==> src/rtl/spart_io_scheduler.sv <==
// Drives a SPART register bus: writes the baud divisor once, then polls status and moves RX bytes out and TX FIFO bytes in.
// Bus outputs are registered; requester ready is combinational and drops when the FIFO is full unless a pop frees a slot.
module spart_io_scheduler #(
    parameter logic [15:0] BAUD_DIV   = 16'd325,
    parameter int          FIFO_DEPTH = 4
) (
    input  logic       clk,
    input  logic       rst_n,
    output logic       iocs,
    output logic       iorw,
    output logic [1:0] ioaddr,
    output logic [7:0] io_wdata,
    output logic       io_oe,
    input  logic [7:0] io_rdata,
    input  logic       tx0_valid,
    input  logic [7:0] tx0_data,
    output logic       tx0_ready,
    input  logic       tx1_valid,
    input  logic [7:0] tx1_data,
    output logic       tx1_ready,
    output logic       rx_valid,
    output logic [7:0] rx_data,
    output logic       cfg_done
);

    localparam int PW = $clog2(FIFO_DEPTH);
    localparam int CW = $clog2(FIFO_DEPTH) + 1;

    typedef enum logic [2:0] {
        START,
        CFG_LO,
        CFG_HI,
        POLL,
        RX_READ,
        TX_WRITE
    } state_t;

    state_t          state_q, state_d;
    logic            iocs_q, iocs_d;
    logic            iorw_q, iorw_d;
    logic [1:0]      ioaddr_q, ioaddr_d;
    logic [7:0]      io_wdata_q, io_wdata_d;
    logic            cfg_done_q, cfg_done_d;
    logic            rx_valid_q, rx_valid_d;
    logic [7:0]      rx_data_q, rx_data_d;
    logic            last_q, last_d;
    logic [7:0]      mem_q [FIFO_DEPTH];
    logic [7:0]      mem_d [FIFO_DEPTH];
    logic [PW-1:0]   wr_ptr_q, wr_ptr_d;
    logic [PW-1:0]   rd_ptr_q, rd_ptr_d;
    logic [CW-1:0]   count_q, count_d;

    logic            fifo_empty, fifo_full, pop, can_accept, grant1;
    logic            push0, push1, push;
    logic [7:0]      push_dat;

    assign fifo_empty = (count_q == '0);
    assign fifo_full  = (count_q == CW'(FIFO_DEPTH));
    assign pop        = (state_q == TX_WRITE);
    assign can_accept = cfg_done_q & (~fifo_full | pop);

    // With both valid, tx1 wins only when tx0 took the previous slot.
    assign grant1    = tx1_valid & (~tx0_valid | ~last_q);
    assign tx0_ready = can_accept & tx0_valid & ~grant1;
    assign tx1_ready = can_accept & grant1;

    assign push0    = tx0_valid & tx0_ready;
    assign push1    = tx1_valid & tx1_ready;
    assign push     = push0 | push1;
    assign push_dat = push1 ? tx1_data : tx0_data;

    assign iocs     = iocs_q;
    assign iorw     = iorw_q;
    assign ioaddr   = ioaddr_q;
    assign io_wdata = io_wdata_q;
    assign io_oe    = iocs_q & ~iorw_q;
    assign rx_valid = rx_valid_q;
    assign rx_data  = rx_data_q;
    assign cfg_done = cfg_done_q;

    always_comb begin
        state_d = state_q;
        case (state_q)
            START:    state_d = CFG_LO;
            CFG_LO:   state_d = CFG_HI;
            CFG_HI:   state_d = POLL;
            POLL: begin
                if (io_rdata[1])
                    state_d = RX_READ;
                else if (io_rdata[0] && !fifo_empty)
                    state_d = TX_WRITE;
            end
            RX_READ:  state_d = POLL;
            TX_WRITE: state_d = POLL;
            default:  state_d = START;
        endcase

        // Bus outputs are decoded from the next state so they line up with it.
        iocs_d     = 1'b0;
        iorw_d     = 1'b1;
        ioaddr_d   = 2'b00;
        io_wdata_d = 8'h00;
        case (state_d)
            CFG_LO: begin
                iocs_d     = 1'b1;
                iorw_d     = 1'b0;
                ioaddr_d   = 2'b10;
                io_wdata_d = BAUD_DIV[7:0];
            end
            CFG_HI: begin
                iocs_d     = 1'b1;
                iorw_d     = 1'b0;
                ioaddr_d   = 2'b11;
                io_wdata_d = BAUD_DIV[15:8];
            end
            POLL: begin
                iocs_d   = 1'b1;
                ioaddr_d = 2'b01;
            end
            RX_READ: begin
                iocs_d = 1'b1;
            end
            TX_WRITE: begin
                iocs_d     = 1'b1;
                iorw_d     = 1'b0;
                io_wdata_d = mem_q[rd_ptr_q];
            end
            default: ;
        endcase

        cfg_done_d = cfg_done_q | (state_q == CFG_HI);
        rx_valid_d = (state_q == RX_READ);
        rx_data_d  = (state_q == RX_READ) ? io_rdata : rx_data_q;

        mem_d = mem_q;
        if (push)
            mem_d[wr_ptr_q] = push_dat;
        wr_ptr_d = push ? wr_ptr_q + PW'(1) : wr_ptr_q;
        rd_ptr_d = pop  ? rd_ptr_q + PW'(1) : rd_ptr_q;
        count_d  = count_q;
        if (push && !pop)
            count_d = count_q + CW'(1);
        else if (pop && !push)
            count_d = count_q - CW'(1);

        last_d = last_q;
        if (push1)
            last_d = 1'b1;
        else if (push0)
            last_d = 1'b0;
    end

    always_ff @(posedge clk or negedge rst_n) begin
        if (!rst_n) begin
            state_q    <= START;
            iocs_q     <= 1'b0;
            iorw_q     <= 1'b1;
            ioaddr_q   <= 2'b00;
            io_wdata_q <= 8'h00;
            cfg_done_q <= 1'b0;
            rx_valid_q <= 1'b0;
            rx_data_q  <= 8'h00;
            last_q     <= 1'b1;
            wr_ptr_q   <= '0;
            rd_ptr_q   <= '0;
            count_q    <= '0;
            for (int i = 0; i < FIFO_DEPTH; i++)
                mem_q[i] <= 8'h00;
        end else begin
            state_q    <= state_d;
            iocs_q     <= iocs_d;
            iorw_q     <= iorw_d;
            ioaddr_q   <= ioaddr_d;
            io_wdata_q <= io_wdata_d;
            cfg_done_q <= cfg_done_d;
            rx_valid_q <= rx_valid_d;
            rx_data_q  <= rx_data_d;
            last_q     <= last_d;
            wr_ptr_q   <= wr_ptr_d;
            rd_ptr_q   <= rd_ptr_d;
            count_q    <= count_d;
            mem_q      <= mem_d;
        end
    end

endmodule

==> config.mk <==
export PLATFORM = sky130hd
export DESIGN_NAME = spart_io_scheduler
export DESIGN_NICKNAME = d
export VERILOG_FILES = /design/src/rtl/spart_io_scheduler.sv
export SDC_FILE = /design/constraint.sdc
export NUM_CORES = 1
export LEC_CHECK = 0
export ABC_CLOCK_PERIOD_IN_PS = 2850
export BUFFER_PORTS_ARGS = -buffer_cell sky130_fd_sc_hd__buf_2
export CAP_MARGIN = 20
export CORE_UTILIZATION = 35
export DETAILED_ROUTE_END_ITERATION = 10
export HOLD_SLACK_MARGIN = 0.12
export PLACE_DENSITY = 0.54
export SLEW_MARGIN = 25
export SYNTH_ARGS = -nofsm -noshare
export SYNTH_HDL_FRONTEND = slang
export SYNTH_SLANG_ARGS = --single-unit
==> constraint.sdc <==
create_clock -name clk -period 2.85 [get_ports clk]
set_clock_uncertainty 0.15 [all_clocks]
set_input_delay 0.57 -clock clk [delete_from_list [all_inputs] [get_ports clk]]
set_output_delay 0.57 -clock clk [all_outputs]
set_load 0.02 [all_outputs]
; ---- After elaboration in Yosys (flattened, before gate mapping)
; Index checks and enable logic that the tools add are counted.
; Widths: inputs -> output; s select.
[classes]
add_sub_neg = 4
n_lt_le_gt_ge = 3
n_eq_ne = 11
muxes = 18
n_bitwise = 19
reduce_logical = 14
[op_table]
columns = operator, n
row1 = $bwmux 32, 1
row2 = $mux 8, 4
row3 = $pmux 8 s3, 1
row4 = $bmux 8 s2, 1
row5 = $demux 8 s2, 1
row6 = $eq 3x3->1 const B, 5
row7 = $eq 3x2->1 const B, 4
row8 = $mux 3, 4
row9 = $pmux 3 s4, 1
row10 = $and 1x1->1, 8
row11 = $eq 3x1->1 const B, 2
row12 = $ge 3x3->1 const B, 2
row13 = $logic_not 3->1, 2
row14 = $not 2->3, 2
row15 = $pmux 2 s3, 1
row16 = $reduce_or 3->1, 2
row17 = $not 1->1, 5
row18 = $reduce_or 5->1, 1
row19 = $add 2x1->2 const B, 2
row20 = $logic_and 1x1->1, 4
row21 = $mux 1, 4
row22 = $or 1x1->1, 4
row23 = $reduce_bool 2->1, 2
row24 = $add 3x1->3 const B, 1
row25 = 3 further kinds, 5
[totals]
reg_bits = 65
inputBits = 28
out_inout_bits = 25

; ---- Logic depth before layout (Yosys ltp)
; Gate-level depths: netlist of run 1.
[logic_depth]
depth_word = 12
ltp_mapped = 11

; ---- Least setup slack after synthesis of run 1
; Ideal clock, no wire load.
[synth_path]
path_type = register to register
start = register count_q[1]
end = register count_q[1]
setup_time_ps = 125
arrival_ps = 1986
required_time_ps = 2575
slack_ps = 589
stages_incl_launch_ff = 9
synth_period_minus_slack_ps = 2261
cell_sequence = dfrtp_1 nor3b_4 nand2_1 o211ai_1 inv_1 ha_1 inv_1 fa_1 mux2_2
[synth_via]
word_cells_on_any_way = 18
[synth_lines]
columns = element, line_no
row1 = start: declaration, 51  ; logic [CW-1:0] count_q, count_d;
row2 = start signal: assignment, 181  ; count_q <= count_d;
row3 = $eq 3x3->1 (*), 58  ; assign fifo_full = (count_q == CW'(FIFO_DEPTH));
row4 = $not 1->1 (*), 60  ; assign can_accept = cfg_done_q & (~fifo_full | pop);
row5 = $or 1x1->1 (*), 60
row6 = $and 1x1->1 (*), 60
row7 = $and 1x1->1 (2 in series), 64  ; assign tx0_ready = can_accept & tx0_valid & ~grant1;
row8 = $and 1x1->1, 67  ; assign push0 = tx0_valid & tx0_ready;
row9 = $or 1x1->1 (*), 69  ; assign push = push0 | push1;
row10 = net push, 54  ; logic push0, push1, push;
row11 = $logic_and 1x1->1 (*), 141  ; if (push && !pop)
row12 = $mux 3 (*), 141
row13 = net count_d[1], 51
; Mark *: on every way through the listed nets, which the timed path passes. The rest lies on a longest branch. The select of a mux whose other input is x is not followed.
; A chain may end at the register's enable or synchronous reset.

; ---- Final worst setup path of run 1
; Same ends and word-level chain as after synthesis.

==> flow_metrics.tcl, run 1 <==
set metrics [dict create \
    fp.dieW_um 94.2 \
    cts-root-buf "clkbuf_8" \
    post_cts_buffers 0 \
    nets 331 \
    syn2layout_area_growth_pct 19.8 \
    n_antenna_cell 0 \
    drc 0 \
    final-instance-count-excl-fill 406 \
    power_per_cell_area_nw_per_um2 1200 \
    io_pins 53 \
    r2r_setup_slack_ns 0.34 \
    vias 1897 \
    synth-seq-area-share 0.548 \
    cts_sinks 65 \
    h-tree-depth 3 \
    timing.rr.start "count_q[1]$_DFFE_PN0P_" \
    ant_nets 0 \
    finalHoldViolCount 0 \
    crit_path_end "count_q[1]$_DFFE_PN0P_" \
    dpl-instance-area_um2 3340 \
    syn_area_um2 2970 \
    synth_area_leaders "dfrtp_1 53%, a21oi_1 6.7%, mux2i_4 6.1%" \
    grt_first_pass_wirelength_um 9240 \
    avgSynthCellArea_um2 12.5 \
    dp_cells 389 \
    synth_seq_cells 65 \
    gp_congestion 0.837 \
    path_class "reg -> reg" \
    die_y_um 94.2 \
    cp.required_ns 2.93 \
    firstDrtPassIters 4 \
    detailed_place_hpwl_um 3920 \
    leakage_nw 1.60 \
    synth_top_area_cell "dfrtp_1" \
    post-route-period-util 0.880 \
    status "finished, final reports clean" \
    hp-start "io_rdata[3]" \
    wl_per_cell_um 13.6 \
    path_clk_slew_ns 0.06 \
    worst_pin_slew_ns 0.654 \
    peakVddDrop_v 0.000373 \
    viasPerCell 4.67 \
    setup_viol 0 \
    fp.coreArea_um2 8220 \
    cap_violations 0 \
    rows 33 \
    synth_warnings 0 \
    wl_um 5540 \
    synth_top_area_share 0.530 \
    hp-class "in -> reg" \
    worst-r2r-cell-count 8 \
    antenna_found_initial 0 \
    r2r_end "count_q[1]$_DFFE_PN0P_" \
    crit_start "count_q[1]$_DFFE_PN0P_" \
    stdcell_area_um2 3560 \
    netlist_instances 238 \
    slew_viol_final 0 \
    io_buffers 52 \
    max_freq_ghz 0.399 \
    start_util 0.362 \
    grt_pass1_vias 1873 \
    cts_tree "yes" \
    rsz0062_at_grt "no" \
    critPathLaunchType "flip-flop" \
    crit_fanout 6 \
    ys_types 35 \
    numCtsBuffers 9 \
    worstSkewPairLatency_ns 0.34 \
    syn_nets 273 \
    die-area_um2 8870 \
    clockBufferDepth 2 \
    track_usage 0.143 \
    grt.overflow.total 0 \
    layout-drive-gt1-share 0.346 \
    tns_ns 0 \
    grt_max_degree 39 \
    post-route-min-period_ns 2.51 \
    setup.worst_path.end_class "flip-flop" \
    arrival_ns 2.58 \
    relSlewSlack 0.564 \
    holdPathStages 2 \
    drt_iter0_drc 61 \
]
==> cell families (layout without fill, tap and decap cells) <==
logic type,Yosys count,after routing,share of synthesized area
buf+inv,20,83,0.0366
simple gates,59,59,0.100
fa+ha+maj,7,7,0.0320
compound gates,55,55,0.106
mux,26,26,0.159
xor+xnor,6,6,0.0177
flops,65,65,0.548
==> stage by stage <==
step / hold WS [ns] / util / setup WS (ns) / power [W]
after floorplan: 0.124 / - / 0.589 / 0.00303
after global placement: 0.335 / 0.407 / 0.467 / 0.00345
after detailed placement: 0.340 / 0.407 / 0.385 / 0.00351
after CTS: 0.296 / 0.433 / 0.372 / 0.00433
after global routing: 0.297 / 0.433 / 0.191 / 0.00461
final: 0.313 / 0.433 / 0.342 / 0.00427
==> cell usage in the layout (no fill, tap or decap), types with 2 or more instances in the layout <==
cell / instances
xor2_1: 3
mux2i_4: 8
dfstp_2: 2
buf_2: 52
mux2_2: 10
nor2_1: 36
a31oi_1: 2
a21o_1: 2
nand2_1: 3
buf_4: 5
a21oi_1: 40
nor2b_1: 6
clkbuf_8: 12
o211ai_1: 5
xnor2_1: 3
dfrtp_1: 63
ha_1: 6
inv_1: 8
clkbuf_1: 2
nand2b_1: 8
mux4_2: 8
==> repair_timing <==
| action | 4_1_cts | 5_1_grt |
|---|---|---|
| hold buffers | 1 | 0 |
| resized for setup | 0 | 0 |
| hold endpoints to repair | 23 | 0 |
==> synth_stat cells <==
cell      number
nor2_2         1
clkbuf_2       2
buf_12         1
o2111a_1       1
nand2b_1       8
clkbuf_1       1
a21oi_1       40
fa_1           1
o21bai_1       1
xnor2_1        3
dfstp_2        2
a211o_2        1
buf_2          6
and2_1         1
nor3b_4        1
o31a_1         1
mux2i_4        8
a21o_1         2
nand3b_1       1
nand2_1        3
mux2_2        10
nor2b_1        6
dfrtp_1       63
nand3b_4       1
mux4_2         8
inv_1          8
o211ai_1       5
a31oi_1        2
o21ai_0        1
ha_1           6
xor2_1         3
buf_4          2
nor2_1        36
a211o_1        1
nor3_1         1
==> critical path, stage by stage, from the launching register on <==
cell      delay [ns]
dfrtp_1         0.45
nor3b_4         0.33
nand2_1         0.16
o211ai_1        0.23
inv_1           0.09
ha_1            0.23
inv_1           0.08
fa_1            0.41
mux2_2          0.26
==> per-layer routing <==
layer | routed length (um) | vias to the layer above | GRT usage
met1 | 2650 | 900 | 0.186
li1 | - | 942 | -
met3 | 257 | 6 | 0.0421
met4 | 81 | 0 | 0.0615
met5 | 0 | - | 0
met2 | 2550 | 49 | 0.220
==> cell type report <==
cell class	count	area, um2
Clock buffer	14	173
Clock inverter	2	35.0
Fill cell	772	4660
Inverter	8	30.0
Multi-Input combinational cell	153	1230
Sequential cell	65	1630
Tap cell	105	131
Timing Repair Buffer	59	328
==> how the worst min path moves through the flow <==
| stage | endpoint | slack (ns) |
|---|---|---|
| CTS | rx_data[3]$_DFFE_PN0N_ | 0.30 |
| floorplan | cfg_done$_DFF_PN0_ | 0.12 |
| global route | rx_data[7]$_DFFE_PN0N_ | 0.30 |
| global placement | rx_data[5]$_DFFE_PN0N_ | 0.33 |
| finish | rx_data[3]$_DFFE_PN0N_ | 0.31 |
| detailed placement | rx_data[5]$_DFFE_PN0N_ | 0.34 |
==> power breakdown <==
group | internal [W] | switching [W] | leakage (nW)
Combinational | 0.000847 | 0.000904 | 0.738
Clock | 0.000475 | 0.000330 | 0.107
Sequential | 0.00138 | 0.000331 | 0.753
Total | 0.00270 | 0.00156 | 1.60
==> sequential cells by signal (all words and copies together) (netlist names) <==
name,flops
cfg_done,1
count_q,3
io_wdata,8
ioaddr,2
iocs,1
iorw,1
last_q,1
mem_q,32
rd_ptr_q,2
rx_data,8
rx_valid,1
state_q,3
wr_ptr_q,2
No activity file was read; power rests on OpenSTA's default activity.
==> run 2: changes to the inputs <==
--- a/config.mk
+++ b/config.mk
@@ -5,13 +5,13 @@
 export SDC_FILE = /design/constraint.sdc
 export NUM_CORES = 1
 export LEC_CHECK = 0
-export ABC_CLOCK_PERIOD_IN_PS = 2850
+export ABC_CLOCK_PERIOD_IN_PS = 2300
 export BUFFER_PORTS_ARGS = -buffer_cell sky130_fd_sc_hd__buf_2
 export CAP_MARGIN = 20
 export CORE_UTILIZATION = 35
 export DETAILED_ROUTE_END_ITERATION = 10
 export HOLD_SLACK_MARGIN = 0.12
-export PLACE_DENSITY = 0.54
+export PLACE_DENSITY = 0.56
 export SLEW_MARGIN = 25
 export SYNTH_ARGS = -nofsm -noshare
 export SYNTH_HDL_FRONTEND = slang
==> constraint.sdc (replaced) <==
create_clock -name clk -period 2.3 [get_ports clk]
set_clock_uncertainty 0.15 [all_clocks]
set_input_delay 0.46 -clock clk [delete_from_list [all_inputs] [get_ports clk]]
set_output_delay 0.46 -clock clk [all_outputs]
set_load 0.02 [all_outputs]
==> run 2 against run 1 <==
Compared with the run above: critical path depth decreased by 3; sequential power up 18%; flip-flop and latch count unchanged; die area did not move; first-iteration DRC count fell by 21%; critical endpoint is now tx1_ready; total power up 28%; register-to-register slack got worse by 0.22 ns; non-clock buffer count rose by 10; largest power group unchanged; cell area rose by 2.6%; via count grew 2.0%; worst hold slack got worse by 0.10 ns; clock-buffer cell count is 3 lower; highest routed layer unchanged.
==> flow_metrics.tcl, run 2 (synthesis gave the netlist of run 1 again) <==
set metrics [dict create \
    status "finished, final reports clean" \
    wl_um 5500 \
    fp.coreArea_um2 8220 \
    viasPerCell 4.65 \
    dp_cells 398 \
    grt_first_pass_wirelength_um 9250 \
    clockBufferDepth 2 \
    die-area_um2 8870 \
    syn2layout_area_growth_pct 22.9 \
    start_util 0.362 \
    worst_pin_slew_ns 0.480 \
    cpPeakStageDelay_ns 0.41 \
    path_clk_slew_ns 0.07 \
    h-tree-depth 3 \
    cts_sinks 65 \
    largest_register "mem_q" \
    sequentialPowerShare 0.370 \
    rows 33 \
    post-route-min-period_ns 2.23 \
    critPathTopFamily "flip-flops" \
    numCtsBuffers 9 \
    worstSkewPairLatency_ns 0.33 \
    cp.required_ns 1.69 \
    ant_nets 0 \
    critPathBufInv 3 \
    fp.dieW_um 94.2 \
    worst-r2r-cell-count 8 \
    rsz0062_at_grt "no" \
    drt_iter0_drc 48 \
    pwr-share-comb 0.435 \
    gp_congestion 0.716 \
    hp-start "io_rdata[4]" \
    final_common_cell "dfrtp_1" \
    nets 341 \
    switchingPower_w 0.00196 \
    finalHoldViolCount 0 \
    crit_cells 5 \
    hp-class "in -> reg" \
    relSlewSlack 0.680 \
    post-route-period-util 0.968 \
    timing.hold.ws_ns 0.210 \
    tns_ns 0 \
    wl_per_cell_um 13.2 \
    cap_violations 0 \
    grt_max_degree 66 \
    detailed_place_hpwl_um 3820 \
    die_y_um 94.2 \
    clkPwrFrac 0.195 \
    power_per_cell_area_nw_per_um2 1490 \
    setup.worst_path.end_class "output pin" \
    cp_slowest_cell "dfrtp_1" \
    layout-drive-gt1-share 0.379 \
    antenna_found_initial 0 \
    vias 1934 \
    internal_power_w 0.00348 \
    setup_viol 0 \
    slew_viol_final 0 \
    largest_reg_flops 32 \
    final_cell_mix "61 x dfrtp_1, 52 x buf_2, 40 x a21oi_1" \
    cts-root-buf "clkbuf_8" \
    firstDrtPassIters 4 \
    cts_tree "yes" \
    drc 0 \
    r2r_end "count_q[1]$_DFFE_PN0P_" \
    grt_pass1_vias 1889 \
    max_freq_ghz 0.449 \
    min_to "rx_data[4]$_DFFE_PN0N_" \
    io_buffers 52 \
    final-instance-count-excl-fill 416 \
    crit_chain "nor3b_4 -> buf_4 -> a211o_2 -> inv_1 -> buf_2" \
    track_usage 0.139 \
    path_class "reg -> out" \
    switching_share 0.360 \
    crit_fanout 5 \
    arrival_ns 1.62 \
    critPathLaunchType "flip-flop" \
    timing.rr.start "count_q[0]$_DFFE_PN0P_" \
    r2r_setup_slack_ns 0.12 \
    utilization 0.445 \
    n_antenna_cell 0 \
    holdPathStages 2 \
    io_pins 53 \
    peakVddDrop_v 0.000430 \
    leakage_nw 1.65 \
    grt.overflow.total 0 \
]
## run 2: cell types whose count changed in the layout (fill, tap and decap cells not counted), moves of 2 or more
cell / change
dfrtp_2: +2
clkbuf_8: -2
dfrtp_1: -2
buf_4: +10
## run 2: per-stage QoR
| step | instance area, um2 | worst slack, ns | power (W) |
|---|---|---|---|
| 2_1_floorplan | 2970 | 0.0394 | 0.00375 |
| 3_3_place_gp | 3410 | 0.117 | 0.00435 |
| 3_5_place_dp | 3410 | 0.0701 | 0.00441 |
| 4_1_cts | 3640 | 0.0441 | 0.00550 |
| 5_1_grt | 3650 | 0.0130 | 0.00589 |
| 6_report | 3650 | 0.0744 | 0.00544 |
## run 2: per-layer routing
layer | vias up | share of wire | GRT usage
li1 | 959 | - | -
met1 | 916 | 0.48 | 0.187
met2 | 52 | 0.46 | 0.217
met3 | 7 | 0.051 | 0.0267
met4 | 0 | 0.016 | 0.0615
met5 | - | 0 | 0
## run 2: what timing repair did
item	in CTS	in global routing
hold buffers	1	0
hold endpoints to repair	63	0
buffers inserted	0	1
setup endpoints to repair	0	2
gates resized for setup	0	3
## run 2: final cells by class
class                      count  area (um2)
multi-input combinational    153        1240
fill                         782        4560
timing repair buffer          69         403
clock buffer                  11         141
clock inverter                 5        78.8
inverter                       8        30.0
tap                          105         131
sequential                    65        1630
## run 2: power by group through the flow
stage	sequential, W	combinational (W)	clock (W)
5_1_grt	0.00209	0.00265	0.00115
3_3_place_gp	0.00203	0.00232	0
2_1_floorplan	0.00215	0.00160	0
6_report	0.00201	0.00237	0.00106
3_5_place_dp	0.00205	0.00237	0
4_1_cts	0.00203	0.00238	0.00110
## run 2: worst max path at each step
stage	startpoint	to	slack, ns
after global routing	count_q[0]$_DFFE_PN0P_	count_q[1]$_DFFE_PN0P_	0.01
after detailed placement	count_q[0]$_DFFE_PN0P_	count_q[1]$_DFFE_PN0P_	0.07
after floorplan	count_q[1]$_DFFE_PN0P_	count_q[1]$_DFFE_PN0P_	0.04
after global placement	count_q[0]$_DFFE_PN0P_	count_q[1]$_DFFE_PN0P_	0.12
after CTS	count_q[2]$_DFFE_PN0P_	tx1_ready	0.04
final	count_q[2]$_DFFE_PN0P_	tx1_ready	0.07
==> run 3: changes to the inputs <==
--- a/config.mk
+++ b/config.mk
@@ -11,7 +11,7 @@
 export CORE_UTILIZATION = 35
 export DETAILED_ROUTE_END_ITERATION = 10
 export HOLD_SLACK_MARGIN = 0.12
-export PLACE_DENSITY = 0.56
+export PLACE_DENSITY = 0.67
 export SLEW_MARGIN = 25
 export SYNTH_ARGS = -nofsm -noshare
 export SYNTH_HDL_FRONTEND = slang
==> run 3 against run 2 <==
Compared with the run above: register-to-register slack got worse by 0.03 ns; fmax increased by 0.81%; die area did not move; worst hold slack better by 0.00097 ns; non-clock buffer count rose by 3; flip-flop and latch count unchanged; largest cell class unchanged; combinational power up 2%; total power rose by 2.1%; sequential share of layout area is 0.44 points lower; first-iteration DRC count rose to 2.7 times the previous value; setup slack better by 0.018 ns; via count increased by 0.41%.
==> flow_metrics.tcl, run 3 (synthesis gave the netlist of run 1 again) <==
set metrics [dict create \
    critPathLaunchType "flip-flop" \
    post-route-min-period_ns 2.21 \
    hp-class "in -> reg" \
    die-area_um2 8870 \
    detailed_place_hpwl_um 3950 \
    fp.dieW_um 94.2 \
    setup.worst_path.end_class "flip-flop" \
    die_y_um 94.2 \
    tns_ns 0 \
    path_class "reg -> reg" \
    n_fill_cell 772 \
    numCtsBuffers 9 \
    seqCellArea_um2 1630 \
    io_buffers 52 \
    clkPwrFrac 0.202 \
    cts_tree "yes" \
    cts_sinks 65 \
    setup_viol 0 \
    place_ws_ns 0.0546 \
    arrival_ns 2.27 \
    final_cell_mix "61 x dfrtp_1, 52 x buf_2, 40 x a21oi_1" \
    drt_iter0_drc 130 \
    largest_reg_flops 32 \
    n_antenna_cell 0 \
    fp.coreArea_um2 8220 \
    status "finished, final reports clean" \
    final_common_cell "dfrtp_1" \
    nets 344 \
    layout-drive-gt1-share 0.390 \
    r2r_end "count_q[1]$_DFFE_PN0P_" \
    slew_viol_final 0 \
    internal_power_w 0.00359 \
    dpl-instance-area_um2 3420 \
    switching_share 0.355 \
    switchingPower_w 0.00197 \
    pwr-share-comb 0.434 \
    post-route-period-util 0.960 \
    holdPathStages 2 \
    grt_pass1_vias 1912 \
    rows 33 \
    ant_nets 0 \
    min_to "rx_data[5]$_DFFE_PN0N_" \
    stdcell_area_um2 3690 \
    firstDrtPassIters 4 \
    finalHoldViolCount 0 \
    largest_register "mem_q" \
    worst_pin_slew_ns 0.469 \
    cp.required_ns 2.37 \
    vias 1942 \
    io_pins 53 \
    max_freq_ghz 0.453 \
    clockBufferDepth 2 \
    leakage_nw 1.66 \
    syn2layout_area_growth_pct 24.1 \
    grt.overflow.total 0 \
    antenna_found_initial 0 \
    gp_congestion 0.752 \
    wl_per_cell_um 13.1 \
    cap_violations 0 \
    power_per_cell_area_nw_per_um2 1510 \
    start_util 0.362 \
    wl_um 5470 \
    hp-start "io_rdata[5]" \
    viasPerCell 4.65 \
    timing.rr.start "count_q[0]$_DFFE_PN0P_" \
    track_usage 0.137 \
    sequentialPowerShare 0.363 \
    path_clk_slew_ns 0.07 \
    multiInputGateArea_um2 1240 \
    worst-r2r-cell-count 8 \
    grt_first_pass_wirelength_um 8970 \
    peakVddDrop_v 0.000395 \
    setup_ws_ns 0.0922 \
    relSlewSlack 0.687 \
    cts-root-buf "clkbuf_8" \
    grt_max_degree 66 \
    drc 0 \
    crit_fanout 4 \
    h-tree-depth 3 \
    r2r_setup_slack_ns 0.09 \
    worstSkewPairLatency_ns 0.33 \
    timing.hold.ws_ns 0.211 \
]
==> run 3: changes by cell type in the layout (fill, tap and decap cells not counted), sizes merged <==
cell,change
buf,+3
clkinv,-1
clkinvlp,+1
clkbuf,-2
bufinv,+1
==> run 3: worst max path at each step <==
stage | startpoint | end | slack [ns] | depth (start not counted)
6_report | count_q[0]$_DFFE_PN0P_ | count_q[1]$_DFFE_PN0P_ | 0.09 | 8
5_1_grt | count_q[0]$_DFFE_PN0P_ | count_q[1]$_DFFE_PN0P_ | -0.03 | 8
4_1_cts | count_q[2]$_DFFE_PN0P_ | tx1_ready | 0.03 | 5
3_5_place_dp | count_q[0]$_DFFE_PN0P_ | count_q[1]$_DFFE_PN0P_ | 0.05 | 8
3_3_place_gp | count_q[1]$_DFFE_PN0P_ | count_q[1]$_DFFE_PN0P_ | 0.12 | 8
2_1_floorplan | count_q[1]$_DFFE_PN0P_ | count_q[1]$_DFFE_PN0P_ | 0.04 | 8
==> run 3: critical path, stage by stage, from the launching register on <==
cell and delay (ns):
dfrtp_2 0.45, nor3b_4 0.24, nand2_2 0.11, o211ai_1 0.11, inv_1 0.08, ha_2 0.19
inv_1 0.06, fa_1 0.42, mux2_2 0.28
==> run 3: area by class of cell <==
| cell class | instances | area share |
|---|---|---|
| Tap cell | 105 | 0.0356 |
| Clock inverter | 6 | 0.0292 |
| Sequential cell | 65 | 0.442 |
| Multi-Input combinational cell | 153 | 0.336 |
| Inverter | 8 | 0.00814 |
| Clock buffer | 9 | 0.0336 |
| Timing Repair Buffer | 72 | 0.115 |
==> run 3: what timing repair did <==
item | 4_1_cts | 5_1_grt
gates resized for setup | 0 | 4
buffers inserted | 0 | 3
endpoints found under the hold margin | 63 | 0
hold buffers | 1 | 0
setup endpoints to repair | 0 | 3
==> run 3: layer usage <==
metal	track usage	routed length [um]	up-vias	part of all wire
met5	0	0	-	0
met4	0.0615	89	0	0.016
met3	0.0380	291	9	0.053
met2	0.218	2650	55	0.48
met1	0.174	2440	912	0.45
li1	-	-	966	-
==> run 3: power by group through the flow <==
stage / Combinational (W) / Sequential (W) / Clock, W
after global placement: 0.00231 / 0.00202 / 0
after floorplan: 0.00160 / 0.00215 / 0
after global routing: 0.00270 / 0.00209 / 0.00120
final: 0.00241 / 0.00202 / 0.00112
after detailed placement: 0.00239 / 0.00205 / 0
after CTS: 0.00240 / 0.00203 / 0.00115
==> run 3: stage by stage <==
stage / util / std cells / power [W]
final: 0.449 / 418 / 0.00556
after global routing: 0.449 / 418 / 0.00599
after CTS: 0.445 / 415 / 0.00557
after detailed placement: 0.416 / 399 / 0.00444
after global placement: 0.416 / 399 / 0.00433
after floorplan: - / 238 / 0.00375
